[config.mk]
export PLATFORM = sky130hd
export DESIGN_NAME = uart_tx_arbiter
export DESIGN_NICKNAME = d
export VERILOG_FILES = /design/src/rtl/uart_tx_arbiter.sv
export SDC_FILE = /design/constraint.sdc
export NUM_CORES = 1
export LEC_CHECK = 0
export CAP_MARGIN = 20
export CORE_MARGIN = 1.5
export CORE_UTILIZATION = 40
export DETAILED_ROUTE_END_ITERATION = 12
export HOLD_SLACK_MARGIN = 0.1
export PLACE_DENSITY = 0.76
export RECOVER_POWER = 25
export SYNTH_ARGS = -nofsm -noshare
export SYNTH_HDL_FRONTEND = slang
export SYNTH_SLANG_ARGS = --single-unit
[constraint.sdc]
create_clock -name clk -period 1.9 [get_ports clk]
set_clock_uncertainty 0.15 [all_clocks]
set_input_delay 0.19 -clock clk [delete_from_list [all_inputs] [get_ports clk]]
set_output_delay 0.19 -clock clk [all_outputs]
set_load 0.1 [all_outputs]
[src/rtl/uart_tx_arbiter.sv]
// Round-robin arbiter sharing one UART transmitter among NUM_REQ byte requesters.
// A packet owner keeps the grant until its last byte's frame completes.
module uart_tx_arbiter #(
  parameter int NUM_REQ      = 4,
  parameter int BUSY_TIMEOUT = 4
) (
  input  logic                   clk,
  input  logic                   rst,
  input  logic [NUM_REQ-1:0]     i_req_valid,
  input  logic [8*NUM_REQ-1:0]   i_req_data,
  input  logic [NUM_REQ-1:0]     i_req_last,
  output logic [NUM_REQ-1:0]     o_req_ready,
  output logic                   o_uart_transmit,
  output logic [7:0]             o_uart_tx_byte,
  input  logic                   i_uart_is_transmitting,
  output logic [NUM_REQ-1:0]     o_grant,
  output logic                   o_busy,
  output logic [15:0]            o_bytes_sent
);

  localparam int IDX_W = $clog2(NUM_REQ);
  localparam int CNT_W = $clog2(BUSY_TIMEOUT);

  typedef enum logic [2:0] {
    S_IDLE, S_LOCKED, S_LOAD, S_START, S_WAIT_BUSY, S_WAIT_DONE
  } state_t;

  state_t             r_state;
  state_t             w_next;
  logic [NUM_REQ-1:0] r_grant;
  logic [IDX_W-1:0]   r_owner;
  logic [IDX_W-1:0]   r_last_owner;
  logic               r_last_q;
  logic [7:0]         r_tx_byte;
  logic               r_transmit;
  logic [CNT_W-1:0]   r_cnt;
  logic [15:0]        r_bytes_sent;

  logic [IDX_W:0]     w_cand;
  logic [IDX_W-1:0]   w_win;
  logic               w_found;
  logic [7:0]         w_sel_byte;
  logic               w_timeout;

  // Search starts one past the previous packet owner, wrapping at NUM_REQ.
  always_comb begin
    w_win   = r_last_owner;
    w_found = 1'b0;
    w_cand  = '0;
    for (int k = 1; k <= NUM_REQ; k++) begin
      w_cand = {1'b0, r_last_owner} + (IDX_W+1)'(k);
      if (w_cand >= (IDX_W+1)'(NUM_REQ))
        w_cand = w_cand - (IDX_W+1)'(NUM_REQ);
      if (!w_found && i_req_valid[w_cand[IDX_W-1:0]]) begin
        w_win   = w_cand[IDX_W-1:0];
        w_found = 1'b1;
      end
    end
  end

  assign w_sel_byte = i_req_data[{r_owner, 3'b000} +: 8];
  assign w_timeout  = (r_cnt == CNT_W'(BUSY_TIMEOUT - 1));

  always_ff @(posedge clk) begin
    if (rst) r_state <= S_IDLE;
    else     r_state <= w_next;
  end

  always_comb begin
    w_next = r_state;
    case (r_state)
      S_IDLE:      if (w_found) w_next = S_LOAD;
      S_LOCKED:    if (i_req_valid[r_owner]) w_next = S_LOAD;
      S_LOAD:      w_next = S_START;
      S_START:     if (!i_uart_is_transmitting) w_next = S_WAIT_BUSY;
      S_WAIT_BUSY: begin
        if (i_uart_is_transmitting) w_next = S_WAIT_DONE;
        else if (w_timeout)         w_next = S_START;
      end
      S_WAIT_DONE: if (!i_uart_is_transmitting) w_next = r_last_q ? S_IDLE : S_LOCKED;
      default:     w_next = S_IDLE;
    endcase
  end

  always_comb begin
    o_req_ready = (r_state == S_LOAD) ? r_grant : '0;
    o_busy      = (r_state != S_IDLE);
  end

  always_ff @(posedge clk) begin
    if (rst) begin
      r_grant      <= '0;
      r_owner      <= '0;
      r_last_owner <= IDX_W'(NUM_REQ - 1);
      r_last_q     <= 1'b0;
      r_tx_byte    <= 8'd0;
      r_transmit   <= 1'b0;
      r_cnt        <= '0;
      r_bytes_sent <= 16'd0;
    end else begin
      r_transmit <= 1'b0;
      case (r_state)
        S_IDLE: if (w_found) begin
          r_owner <= w_win;
          r_grant <= NUM_REQ'(1) << w_win;
        end
        S_LOAD: begin
          r_tx_byte <= w_sel_byte;
          r_last_q  <= i_req_last[r_owner];
        end
        S_START: if (!i_uart_is_transmitting) begin
          r_transmit <= 1'b1;
          r_cnt      <= '0;
        end
        S_WAIT_BUSY: if (!i_uart_is_transmitting) r_cnt <= r_cnt + 1'b1;
        S_WAIT_DONE: if (!i_uart_is_transmitting) begin
          r_bytes_sent <= r_bytes_sent + 16'd1;
          if (r_last_q) begin
            r_last_owner <= r_owner;
            r_grant      <= '0;
          end
        end
        default: ;
      endcase
    end
  end

  assign o_grant         = r_grant;
  assign o_uart_transmit = r_transmit;
  assign o_uart_tx_byte  = r_tx_byte;
  assign o_bytes_sent    = r_bytes_sent;

endmodule

==> results.yml, run 1 <==
cells_and_area:
  syn2layout_area_growth_pct: 49.9
  design_area_um2: 3110
  drive_gt1_frac: 0.300
  layout.cells.non_filler: 397
  final.fill_count: 441
  layout_commonest_cell: "clkdlybuf4s50_1"
  layout_common_cells: "clkdlybuf4s50_1 (41), buf_4 (34), nand2_1 (30)"
  antenna_cells: 0
  final_nets: 372
sta:
  fmax_mhz: 555
  fin_crit_ns: 1.80
  slew_headroom: 0.576
  hold_violations: 0
  rsz0062_at_grt: "false"
  setup_viol: 0
  final.period_utilization: 0.948
  holdWs_ns: 0.307
  tightest_slew_ns: 0.635
  worst_slack_ns: 0.0988
  slew_violations: 0
grt:
  grt_pass1_vias: 1807
  grt_usage: 0.192
  antenna_found_initial: 0
  grt_pass1_wl_mm: 8.30
  overflow: 0
  grt_start_max_net_pins: 23
yosys:
  yosys_warnings: 0
  synth_top_cell_area_share: 0.376
  synthCells: 235
  synthArstFlopShare: 0
  ys_types: 42
  synth_area_leaders: "dfxtp_1 (38%), mux4_2 (9.8%), nand2_1 (5.4%)"
  seq_area_frac_synth: 0.376
  synth_ff_type: "dfxtp_1"
  syn_area_per_cell_um2: 8.84
  yosysTopAreaCell: "dfxtp_1"
  syn_nets: 280
  syn_area_um2: 2080
  ys_seq_elements: 39
  synth_edf_count: 0
floorplanning:
  chipHeight_um: 75.1
  start_util: 0.412
  rows: 26
  fp.dieW_um: 75.1
  coreArea_um2: 5040
  io_pins: 77
  die-area_um2: 5630
min_path:
  hp-class: "reg -> reg"
critical_path:
  path_cells: "buf_4 > nor2_2 > and3_2 > buf_12"
  crit_path_max_fanout: 12
  cpPeakStageDelay_ns: 0.33
  endpoint_kind: "output pin"
  worst-path-buf-inv: 2
  crit_arrival_ns: 1.46
  slowest_stage: "dfxtp_1"
  cp_data_required_time_ns: 1.56
  path_delay_family: "simple AND/OR/NAND/NOR gates"
  start_kind: "register"
  path_class: "reg -> out"
power_and_ir_drop:
  power.leakage_uw: 0.00122
  finalPower_uw: 2070
  power_density_nw_per_um2: 665
  max-vdd-ir-drop_mv: 0.322
outcome:
  outcome: "finished clean"
routing:
  via_per_inst: 5.21
  firstDrtPassIters: 4
  wl_per_cell_um: 13.7
  route.detailed.drc: 0
  drtIter0Drc: 88
  ant_nets: 0
  vias: 2070
  totalWireLength_mm: 5.44
job:
  max_cap_viol_count: 0
clock_tree:
  htreeDepth: 2
  clock_sinks: 39
  cts-buffers-inserted: 5
  cts_buffer_depth: 2
  root_buffer: "clkbuf_8"
  insertion_delay_ns: 0.28
  cts_tree: "yes"
  clkSlewWorstSetupHoldPaths_ns: 0.08
placed_design:
  gp_congestion: 0.756
  dp_hpwl_mm: 4.24
  portBuffers: 76
  place_inst: 390
  pre_cts_slack_ns: -0.171
  placed_area_um2: 3060
synthesized netlist by cell type, types with 2 or more instances:
library cell,number
a211o_1,3
a32o_1,4
nand4_1,6
ha_1,2
mux4_2,9
inv_1,5
nor2_1,20
a211oi_1,3
a221oi_1,3
or4_1,3
clkbuf_1,9
nand2b_1,2
o21a_1,2
nand3_1,4
nand2_1,30
or3_1,4
mux2i_1,3
and2_1,3
and3_1,6
nor2b_1,8
dfxtp_1,39
xor2_1,8
o31ai_1,3
o21bai_1,3
a21oi_1,22
nor3_1,3
o21ai_0,10
buf_2,2
and4_1,3
what timing repair did:
item,in CTS,in global routing
buffers inserted,0,0
gates resized for setup,1,3
setup endpoints to repair,4,4
hold buffers,0,0
registers in the layout, indices dropped and copies added, names as in the netlist:
register and count:
r_last_q 1, r_last_owner 2, r_owner 2, o_bytes_sent 16
o_uart_tx_byte 8, r_state 3, o_grant 4, o_uart_transmit 1
r_cnt 2
final cells by class:
type,count,area [um^2],share of cell area
multi-input cells,178,1240,0.399
repair buffers,98,863,0.277
flip-flops and latches,39,825,0.265
well taps,70,87.6,0.0281
clock buffers,7,76.3,0.0245
inverters,5,18.8,0.00603
power by group:
part	leakage (uW)	internal (uW)	total (uW)	switching, uW
clock network	0.0000383	253	520	267
logic	0.000848	265	670	405
registers	0.000329	845	882	36.2
total	0.00122	1360	2070	708
final timing paths:
check	from	endpoint	slack, ns	cells past startpoint
worst max-delay path	r_state[0]	o_req_ready[1]	0.1	4
worst min-delay path	o_uart_tx_byte[0]	o_uart_tx_byte[0]	0.31	2
worst max register to register	r_state[2]	o_bytes_sent[14]	0.12	5
worst min register to register	o_uart_tx_byte[0]	o_uart_tx_byte[0]	0.31	2
logic make-up (layout without fill, tap and decap cells):
| family | after synthesis | in the layout | synth area share |
|---|---|---|---|
| buf+inv | 18 | 110 | 0.0392 |
| mux | 12 | 12 | 0.112 |
| xor+xnor | 9 | 9 | 0.0380 |
| compound gates | 57 | 57 | 0.178 |
| simple gates | 98 | 98 | 0.245 |
| fa+ha+maj | 2 | 2 | 0.0120 |
| flops | 39 | 39 | 0.376 |
through the flow:
stage	util	setup TNS [ns]
global placement	0.608	-0.622
global route	0.617	0
finish	0.617	0
CTS	0.623	0
floorplan	-	-0.00334
detailed placement	0.608	-1.05
metal layers:
metal	share of wire	track usage
met1	0.47	0.252
met2	0.50	0.321
met3	0.034	0.0442
met4	0.0053	0.0505
met5	0	0
worst min-delay path, stage by stage (launching register included):
cell and delay (ns):
dfxtp_1 0.31, nand2_1 0.05, a21oi_1 0.05
Power figures use the tool's default switching activity.
==> inputs of run 2 (changes only) <==
--- a/config.mk
+++ b/config.mk
@@ -6,12 +6,13 @@
 export NUM_CORES = 1
 export LEC_CHECK = 0
 export CAP_MARGIN = 20
-export CORE_MARGIN = 1.5
 export CORE_UTILIZATION = 40
+export CTS_CLUSTER_SIZE = 25
 export DETAILED_ROUTE_END_ITERATION = 12
 export HOLD_SLACK_MARGIN = 0.1
 export PLACE_DENSITY = 0.76
 export RECOVER_POWER = 25
+export SKIP_LAST_GASP = 1
 export SYNTH_ARGS = -nofsm -noshare
 export SYNTH_HDL_FRONTEND = slang
 export SYNTH_SLANG_ARGS = --single-unit
==> results.yml, run 2 (synthesis gave the netlist of run 1 again) <==
outcome:
  outcome: "finished clean"
sta:
  final.period_utilization: 0.943
  fmax_mhz: 558
  worst_slack_ns: 0.108
  tightest_slew_ns: 0.644
  fin_crit_ns: 1.79
  hold_violations: 0
  setup_viol: 0
  rsz0062_at_grt: "true"
  slew_headroom: 0.570
  holdWs_ns: 0.307
  slew_violations: 0
critical_path:
  path_class: "reg -> reg"
  cp_data_required_time_ns: 1.98
  start_kind: "register"
  crit_path_max_fanout: 4
  slowest_stage: "or3_4"
  path_cells: "or3_4 > or2_2 > nor2_1 > a32o_1"
  crit_arrival_ns: 1.87
  endpoint_kind: "register"
  cpPeakStageDelay_ns: 0.43
placed_design:
  pre_cts_slack_ns: -0.190
  portBuffers: 76
  dp_hpwl_mm: 4.07
  gp_congestion: 0.784
  placed_area_um2: 3070
clock_tree:
  cts_buffer_depth: 2
  clock_sinks: 39
  cts_tree: "yes"
  holdBufCountCts: 0
  cts_setup_buffers: 0
  clkSlewWorstSetupHoldPaths_ns: 0.07
  cts-buffers-inserted: 5
  insertion_delay_ns: 0.30
  htreeDepth: 2
  root_buffer: "clkbuf_8"
cells_and_area:
  design_area_um2: 3130
  largest_reg_flops: 16
  layout_common_cells: "clkdlybuf4s50_1 (42), buf_4 (34), nand2_1 (30)"
  layout_commonest_cell: "clkdlybuf4s50_1"
  drive_gt1_frac: 0.305
  utilization: 0.646
  antenna_cells: 0
  final_nets: 372
  syn2layout_area_growth_pct: 50.8
routing:
  ant_nets: 0
  wl_per_cell_um: 13.7
  route.detailed.drc: 0
  vias: 2117
  drtIter0Drc: 101
  totalWireLength_mm: 5.43
  firstDrtPassIters: 4
  via_per_inst: 5.36
grt:
  grt_pass1_wl_mm: 8.50
  grt_usage: 0.201
  grt_start_max_net_pins: 21
  overflow: 0
  grt_pass1_vias: 1898
  antenna_found_initial: 0
power_and_ir_drop:
  pwr-share-comb: 0.318
  clkPwrFrac: 0.265
  max-vdd-ir-drop_mv: 0.477
  power.leakage_uw: 0.00122
  seq_power_share: 0.418
  power.switching_uw: 746
  internal-power_uw: 1360
  power_density_nw_per_um2: 673
  netSwitchingFraction: 0.354
floorplanning:
  die-area_um2: 5480
  rows: 25
  fp.dieW_um: 74.1
  start_util: 0.428
  chipHeight_um: 74.1
  io_pins: 77
  coreArea_um2: 4850
min_path:
  hp-class: "reg -> reg"
job:
  max_cap_viol_count: 0
[run 2: cell types whose count changed in the layout (fill, tap and decap cells not counted), sizes merged]
cell,before,now
buf,39,40
clkinv,0,1
clkinvlp,0,2
dlymetal6s2s,1,0
clkbuf,24,21
clkdlybuf4s50,41,42
[run 2: area by class of cell]
class	instances	area (um^2)
Clock buffer	5	68.8
Clock inverter	3	20.0
Fill cell	412	1720
Inverter	5	18.8
Multi-Input combinational cell	178	1240
Sequential cell	39	823
Tap cell	67	83.8
Timing Repair Buffer	98	876
[run 2: power groups by stage]
stage | Clock (uW) | Combinational, uW | Sequential [uW]
global placement | 0 | 677 | 896
floorplan | 0 | 277 | 1070
CTS | 563 | 685 | 880
global route | 601 | 709 | 887
finish | 559 | 670 | 881
detailed placement | 0 | 683 | 899
[run 2: per-layer routing]
metal | wire length (um) | part of all wire | track usage
met4 | 21 | 0.0039 | 0.0598
met2 | 2580 | 0.48 | 0.327
met1 | 2500 | 0.46 | 0.262
met5 | 0 | 0 | 0
met3 | 325 | 0.060 | 0.0515
[run 2: repair_timing]
item	4_1_cts	5_1_grt
endpoints found under the hold margin	0	0
endpoints found under the setup margin	0	9
resized for setup	0	2
[run 2: stage by stage]
step	cells	total power, uW	TNS (ns)
5_1_grt	395	2200	-0.0286
6_report	395	2110	0
3_3_place_gp	387	1570	-0.815
2_1_floorplan	235	1340	-0.00334
3_5_place_dp	387	1580	-0.953
4_1_cts	395	2130	0
[run 2: path summary, 6_finish.rpt]
| path | start | endpoint | slack (ns) | cells past startpoint |
|---|---|---|---|---|
| worst max register to register | r_state[1] | o_grant[3] | 0.11 | 4 |
| worst min register to register | o_uart_tx_byte[0] | o_uart_tx_byte[0] | 0.31 | 2 |
| worst min-delay path | o_uart_tx_byte[0] | o_uart_tx_byte[0] | 0.31 | 2 |
| worst max-delay path | r_state[1] | o_grant[3] | 0.11 | 4 |
[run 2: worst max-delay path, delay by kind of cell, from the launching register on]
| kind | cells | cell delay, ns |
|---|---|---|
| AND/OR/NAND/NOR | 3 | 1.00 |
| flip-flops | 1 | 0.37 |
| AO/OA/AOI/OAI | 1 | 0.21 |
==> inputs of run 3 (changes only) <==
--- a/config.mk
+++ b/config.mk
@@ -5,7 +5,8 @@
 export SDC_FILE = /design/constraint.sdc
 export NUM_CORES = 1
 export LEC_CHECK = 0
-export CAP_MARGIN = 20
+export CAP_MARGIN = 30
+export CORE_MARGIN = 2
 export CORE_UTILIZATION = 40
 export CTS_CLUSTER_SIZE = 25
 export DETAILED_ROUTE_END_ITERATION = 12
==> results.yml, run 3 (synthesis gave the netlist of run 1 again) <==
critical_path:
  worstSetupEndpoint: "o_bytes_sent[14]"
  cp_data_required_time_ns: 1.97
  path_class: "reg -> reg"
  crit_path_max_fanout: 6
  worst-path-buf-inv: 1
  r2r-start: "r_state[1]"
  r2r_cells: 5
  cp.depth: 5
  setup.worst_path.start: "r_state[1]"
  path_delay_family: "simple AND/OR/NAND/NOR gates"
  reg2reg_slack_ns: 0.12
  start_kind: "register"
  slowest_stage: "or4_1"
  r2r-end: "o_bytes_sent[14]"
  crit_arrival_ns: 1.85
  endpoint_kind: "register"
  path_cells: "nor4bb_2 > buf_4 > nand3_4 > or4_1 > a21oi_1"
  cpPeakStageDelay_ns: 0.51
grt:
  grt_usage: 0.193
  use_met2: 0.333
  grt_pass1_vias: 2008
  grt_start_max_net_pins: 23
  globalRouteMet1Util: 0.239
  grt_pass1_wl_mm: 9.18
  antenna_found_initial: 0
  grt.met3_usage: 0.0486
  grt-busiest-layer: "met2"
  overflow: 0
sta:
  hold_violations: 0
  setup_viol: 0
  fmax_mhz: 562
  final.period_utilization: 0.937
  slew_headroom: 0.567
  tightest_slew_ns: 0.649
  slew_violations: 0
  fin_crit_ns: 1.78
  holdWs_ns: 0.306
  rsz0062_at_grt: "false"
  worst_slack_ns: 0.120
placed_design:
  dp_hpwl_mm: 4.23
  placed_area_um2: 3060
  place_inst: 388
  pre_cts_slack_ns: -0.168
  gp_congestion: 0.748
  portBuffers: 76
routing:
  drtIter0Drc: 103
  totalWireLength_mm: 5.42
  vias: 2140
  route.detailed.drc: 0
  wl_per_cell_um: 13.7
  ant_nets: 0
  via_per_inst: 5.40
  firstDrtPassIters: 4
floorplanning:
  die-area_um2: 5790
  start_util: 0.409
  coreArea_um2: 5070
  chipHeight_um: 76.1
  rows: 26
  fp.dieW_um: 76.1
  io_pins: 77
job:
  max_cap_viol_count: 0
outcome:
  outcome: "finished clean"
cells_and_area:
  final_nets: 370
  largest_reg_flops: 16
  layout_commonest_cell: "clkdlybuf4s50_1"
  syn2layout_area_growth_pct: 50.1
  regArea_um2: 825
  antenna_cells: 0
  final.fill_count: 465
  layout_common_cells: "clkdlybuf4s50_1 (41), buf_4 (32), nand2_1 (30)"
  layout.cells.non_filler: 396
  design_area_um2: 3120
  drive_gt1_frac: 0.301
  multi_input_area_um2: 1230
clock_tree:
  insertion_delay_ns: 0.30
  htreeDepth: 2
  holdBufCountCts: 0
  root_buffer: "clkbuf_8"
  cts_tree: "yes"
  cts-buffers-inserted: 5
  cts_buffer_depth: 2
  clock_sinks: 39
  clkSlewWorstSetupHoldPaths_ns: 0.07
min_path:
  hp-class: "reg -> reg"
  hp-start: "o_uart_tx_byte[1]"
power_and_ir_drop:
  power_density_nw_per_um2: 684
  max-vdd-ir-drop_mv: 0.385
  power.leakage_uw: 0.00121
## run 3: changes by cell type in the layout (fill, tap and decap cells not counted)
cell | previous run | this run
buf_4 | 34 | 32
clkinvlp_4 | 2 | 0
clkbuf_1 | 0 | 1
clkbuf_8 | 5 | 6
clkdlybuf4s50_1 | 42 | 41
dfxtp_1 | 21 | 20
dfxtp_2 | 10 | 11
dlygate4sd3_1 | 0 | 1
nor4bb_2 | 0 | 1
nor4bb_4 | 1 | 0
## run 3: per-stage QoR
stage / power [uW] / utilization / setup TNS, ns
after global routing: 2230 / 0.614 / 0
after CTS: 2160 / 0.621 / 0
final: 2130 / 0.614 / 0
after global placement: 1580 / 0.603 / -0.761
after floorplan: 1340 / - / -0.00334
after detailed placement: 1590 / 0.603 / -1.11
## run 3: routing by layer
metal  vias to the layer above  wire length, um
met2                        69             2700
li1                       1046                -
met4                         0               64
met5                         -                0
met3                         7              307
met1                      1018             2350
## run 3: how the worst min path moves through the flow
stage	cells past startpoint	endpoint	slack, ns
after CTS	2	o_uart_tx_byte[1]	0.31
after floorplan	3	o_uart_transmit	0.24
after global routing	2	o_uart_tx_byte[3]	0.33
after detailed placement	2	o_uart_tx_byte[1]	0.30
final	2	o_uart_tx_byte[1]	0.31
after global placement	2	o_uart_tx_byte[1]	0.29
## run 3: power by group
| group | internal [uW] | leakage (uW) | switching (uW) | total [uW] |
|---|---|---|---|---|
| clock | 293 | 0.0000482 | 285 | 578 |
| sequential | 846 | 0.000329 | 42.0 | 888 |
| combinational | 267 | 0.000831 | 399 | 666 |
## run 3: tightest hold or removal path, cell delays in order (launching register included)
cell and delay (ns):
dfxtp_1 0.31, nand2_1 0.05, a21oi_1 0.05
## run 3: area by class of cell
type	count	area share
multi-input cells	178	0.396
flip-flops and latches	39	0.265
clock inverters	1	0.00161
inverters	5	0.00602
clock buffers	7	0.0277
well taps	70	0.0281
repair buffers	96	0.276
## run 3: what timing repair did
| item | in CTS | in global routing |
|---|---|---|
| resized for setup | 0 | 2 |
| buffers inserted | 0 | 0 |
| setup endpoints to repair | 0 | 5 |
